File: src/rtl/xilinx_pcie_rate_ctrl.sv
// PCIe Gen1/Gen2 link-rate change sequencer: moves the GT lanes to the new rate,
// gates the PIPE clock, switches the pclk select, ungates and signals phystatus.
module xilinx_pcie_rate_ctrl #(
    parameter int PCIE_LANE   = 2,
    parameter int GATE_CYCLES = 4,
    parameter int SEL_CYCLES  = 8,
    parameter int TIMEOUT     = 1000
) (
    input  logic                 clk_i,
    input  logic                 rst_n_i,
    input  logic                 rate_i,
    input  logic                 mmcm_lock_i,
    input  logic [PCIE_LANE-1:0] lane_rate_done_i,
    output logic                 gt_rate_o,
    output logic [PCIE_LANE-1:0] pclk_sel_o,
    output logic                 pipeclk_en_o,
    output logic                 phystatus_o,
    output logic                 busy_o,
    output logic                 timeout_o
);

    localparam int CW = $clog2(TIMEOUT + 1);
    localparam logic [CW-1:0] CNT_MAX   = CW'(TIMEOUT);
    localparam logic [CW-1:0] GATE_LAST = CW'(GATE_CYCLES - 1);
    localparam logic [CW-1:0] SEL_LAST  = CW'(SEL_CYCLES - 1);

    typedef enum logic [2:0] {
        IDLE,
        GT_RATE,
        CLK_GATE,
        CLK_SEL,
        CLK_UNGATE,
        DONE
    } state_t;

    state_t               state;
    logic                 cur_rate;
    logic                 target_rate;
    logic [PCIE_LANE-1:0] done_mask;
    logic [PCIE_LANE-1:0] mask_next;
    logic [CW-1:0]        wait_cnt;
    logic [CW-1:0]        cnt_inc;
    logic                 all_done;
    logic                 cnt_expired;

    // Done pulses are folded in combinationally so a full mask is acted on
    // the same edge it completes, including pulses in the entry cycle.
    always_comb begin
        mask_next   = done_mask | lane_rate_done_i;
        all_done    = &mask_next;
        cnt_expired = (wait_cnt == CNT_MAX);
        cnt_inc     = cnt_expired ? wait_cnt : wait_cnt + CW'(1);
    end

    always_ff @(posedge clk_i) begin
        if (!rst_n_i) begin
            state        <= IDLE;
            cur_rate     <= 1'b0;
            target_rate  <= 1'b0;
            gt_rate_o    <= 1'b0;
            pclk_sel_o   <= '0;
            pipeclk_en_o <= 1'b1;
            phystatus_o  <= 1'b0;
            busy_o       <= 1'b0;
            timeout_o    <= 1'b0;
            done_mask    <= '0;
            wait_cnt     <= '0;
        end else begin
            case (state)
                IDLE: begin
                    phystatus_o <= 1'b0;
                    if ((rate_i != cur_rate) && mmcm_lock_i) begin
                        state       <= GT_RATE;
                        gt_rate_o   <= rate_i;
                        target_rate <= rate_i;
                        done_mask   <= '0;
                        wait_cnt    <= '0;
                        busy_o      <= 1'b1;
                    end
                end

                GT_RATE: begin
                    done_mask <= mask_next;
                    if (all_done || cnt_expired) begin
                        if (!all_done)
                            timeout_o <= 1'b1;
                        state        <= CLK_GATE;
                        pipeclk_en_o <= 1'b0;
                        wait_cnt     <= '0;
                    end else begin
                        wait_cnt <= cnt_inc;
                    end
                end

                CLK_GATE: begin
                    if (wait_cnt == GATE_LAST) begin
                        state      <= CLK_SEL;
                        pclk_sel_o <= {PCIE_LANE{target_rate}};
                        wait_cnt   <= '0;
                    end else begin
                        wait_cnt <= cnt_inc;
                    end
                end

                CLK_SEL: begin
                    if (wait_cnt == SEL_LAST) begin
                        state        <= CLK_UNGATE;
                        pipeclk_en_o <= 1'b1;
                        wait_cnt     <= '0;
                    end else begin
                        wait_cnt <= cnt_inc;
                    end
                end

                // A missing MMCM lock is not fatal: flag it and finish anyway.
                CLK_UNGATE: begin
                    if (mmcm_lock_i || cnt_expired) begin
                        if (!mmcm_lock_i)
                            timeout_o <= 1'b1;
                        state       <= DONE;
                        phystatus_o <= 1'b1;
                        wait_cnt    <= '0;
                    end else begin
                        wait_cnt <= cnt_inc;
                    end
                end

                DONE: begin
                    phystatus_o <= 1'b0;
                    cur_rate    <= target_rate;
                    state       <= IDLE;
                    busy_o      <= 1'b0;
                    wait_cnt    <= '0;
                end

                default: begin
                    state       <= IDLE;
                    phystatus_o <= 1'b0;
                    busy_o      <= 1'b0;
                    wait_cnt    <= '0;
                end
            endcase
        end
    end

endmodule

File: config.mk
export PLATFORM = sky130hd
export DESIGN_NAME = xilinx_pcie_rate_ctrl
export DESIGN_NICKNAME = d
export VERILOG_FILES = /design/src/rtl/xilinx_pcie_rate_ctrl.sv
export SDC_FILE = /design/constraint.sdc
export NUM_CORES = 1
export LEC_CHECK = 0
export ABC_AREA = 0
export BUFFER_PORTS_ARGS = -buffer_cell sky130_fd_sc_hd__buf_2
export CELL_PAD_IN_SITES_DETAIL_PLACEMENT = 1
export CELL_PAD_IN_SITES_GLOBAL_PLACEMENT = 1
export CORE_MARGIN = 1
export CORE_UTILIZATION = 46
export DETAILED_ROUTE_END_ITERATION = 10
export HOLD_SLACK_MARGIN = 0.15
export PLACE_DENSITY = 0.84
export SYNTH_ARGS = -nofsm -noshare
export SYNTH_HDL_FRONTEND = slang
export SYNTH_SLANG_ARGS = --single-unit
File: constraint.sdc
create_clock -name clk_i -period 4.6 [get_ports clk_i]
set_input_delay 0.23 -clock clk_i [delete_from_list [all_inputs] [get_ports clk_i]]
set_output_delay 0.23 -clock clk_i [all_outputs]
set_load 0.01 [all_outputs]
==> reports/metrics.cfg <==
[run_status]
outcome = complete, no violations

[run]
cap_violations = 0

[synthesis]
ys_ff_latch = 22
yosys.area.top_type = dfxtp_1
synth_top_area_frac = 0.3570
syn_area_um2 = 1234
synthTopCellsByArea = dfxtp_1 36%, nor2_1 5.5%, nand3_1 4.1%, nand2_1 3.7%, a21oi_1 3.2%
synth_commonest_cells = 22 x dfxtp_1, 18 x nor2_1, 12 x nand2_1
yosys_warnings = 0
async_flop_share = 0
syn_inst = 150
yosysMostFrequentCell = dfxtp_1
syn_avg_cell_area_um2 = 8.225
synth_cell_types = 47
syn_nets = 158
synth-edff-count = 0
yosysSeqAreaShare = 0.3570
synth-main-ff-cell = dfxtp_1

[detailed_routing]
wl_mm = 3.079
via_per_inst = 6.349
wl_per_cell_um = 16.55
num_vias = 1181
drt-initial-drc-count = 23
ant_nets = 0
drc_errors = 0
drtPass1Iterations = 4

[timing]
finalMaxSlewViolations = 0
hold_viol_final = 0
finalSetupViolations = 0
worst_pin_slew_ns = 0.6134
setup_tns_ns = 0
whs_ns = 0.1756
min_period_over_period = 0.5171
finalClockSkew_ns = 0.01224
slew_headroom = 0.5910
rsz0062_at_grt = false
fin_ws_ns = 2.221
fmax_mhz = 420.4
min_period_ns = 2.379

[setup_path]
crit_chain = nor3b_1, a21oi_1, o21ai_2, nand2_1, o311ai_1
cp_max_fo = 15
critPathArrivalTime_ns = 2.61
endpoint_kind = register
crit_path_start_kind = register
cpPeakStageDelay_ns = 0.61
critPathKind = register to register
reg2reg_slack_ns = 2.22
cp.required_ns = 4.83
r2r_cells = 5
critPathSlowestCell = dfxtp_1

[place]
place_ws_ns = 2.258
hpwlAfterDp_mm = 2.231
io_buffers = 12
place.gp.congestion = 0.8410

[die]
die_h_um = 53.79
start_util = 0.4935
std_cell_rows = 18
die_area_um2 = 2893
num_io_pins = 13
die_w_um = 53.79
core-area_um2 = 2500

[cts]
clk_pin_slew_worst_paths_ns = 0.13
h-tree-depth = 1
cts_sinks = 22
holdBufCountCts = 0
cts_inserted_buffers = 3
cts_root_buf = clkbuf_4
cts_setup_buffers = 0
clock_latency_ns = 0.32
cts_tree = built
cts_buffer_depth = 2
ctsResizeCount = 0

[cells_and_area]
drive_gt1_frac = 0.1474
antenna_cells = 0
layout.nets = 165
syn_to_final_growth_pct = 8.114

[min_path]
hold_depth = 3
hp-class = input pin to register

[pwr]
total_power_mw = 0.5947
ir_worst_vdd_mv = 0.3986
power_density_nw_per_um2 = 445.9
power_leakage_nw = 0.4950

[global_routing]
antenna_found_initial = 0
grt_start_max_net_pins = 16
overflow = 0
track_usage = 0.2532
grt_pass1_vias = 1095
grt_pass1_wl_mm = 5.250

[cell usage in the layout (no fill, tap or decap), types with 2 or more instances in the layout]
cell type	Yosys	routed
nor2_1	18	18
a22oi_1	2	2
nor3_1	3	3
buf_2	1	12
o311ai_0	2	2
and2_1	2	2
nand4_1	6	6
and3_1	3	3
xor2_1	2	2
inv_1	8	8
o21ai_0	4	4
dfxtp_1	22	22
nor4b_1	2	2
xnor2_1	2	2
ha_1	2	2
nand3_1	10	10
nand3b_1	2	2
a31oi_1	3	3
o22ai_1	3	3
clkbuf_4	0	3
mux2i_1	3	3
a21oi_1	8	8
nand2_1	12	12
[per-layer routing]
metal	share of wire	wire length, um	vias up	global-route usage
li1	-	-	556	-
met1	0.46	1403	573	0.3413
met2	0.47	1459	44	0.3807
met3	0.055	170	8	0.07910
met4	0.015	46	0	0.07895
met5	0	0	-	0
[cells by family (layout without fill, tap and decap cells)]
logic type	after synthesis	count (layout)	share of synthesized area
multiplexers	3	3	0.02434
AO/OA/AOI/OAI	34	34	0.2049
XOR/XNOR	4	4	0.02840
AND/OR/NAND/NOR	67	67	0.3002
flip-flops	22	22	0.3570
adder cells (fa/ha/maj)	2	2	0.02028
buffers and inverters	18	24	0.06490
[final timing paths]
path / to / from
max: wait_cnt[2] / state[0]
min: target_rate / rate_i
max reg2reg: wait_cnt[2] / state[0]
min reg2reg: timeout_o / timeout_o
[final cells by class]
cell class                      count  area (um2)
Multi-Input combinational cell    110       713.2
Inverter                            8       30.03
Clock buffer                        3       22.52
Clock inverter                      1       30.03
Fill cell                         319        1166
Tap cell                           30       37.54
Sequential cell                    22       440.4
Timing Repair Buffer               12       60.06
[flip-flops by register name (all words and copies together), names as in the netlist]
| name | cells |
|---|---|
| timeout_o | 1 |
| busy_o | 1 |
| phystatus_o | 1 |
| target_rate | 1 |
| pclk_sel_o | 1 |
| wait_cnt | 10 |
| pipeclk_en_o | 1 |
| done_mask | 2 |
| cur_rate | 1 |
| state | 3 |
[metrics by stage]
| stage | std cells | cell area (um2) | util |
|---|---|---|---|
| 4_1_cts | 186 | 1334 | 0.5335 |
| 3_3_place_gp | 182 | 1281 | 0.5125 |
| 6_report | 186 | 1334 | 0.5335 |
| 2_1_floorplan | 150 | 1234 | - |
| 3_5_place_dp | 182 | 1281 | 0.5125 |
| 5_1_grt | 186 | 1334 | 0.5335 |
[critical path: cells and delay by family (launching register included)]
kind	cells	cell delay, ns
compound gates	3	1.03
flops	1	0.61
simple gates	2	0.65
[power by group]
group / total (mW) / internal [mW] / switching [mW]
Clock: 0.150 / 0.0881 / 0.0614
Combinational: 0.199 / 0.0759 / 0.123
Sequential: 0.246 / 0.211 / 0.0351
(Power assumes the default switching activity.)
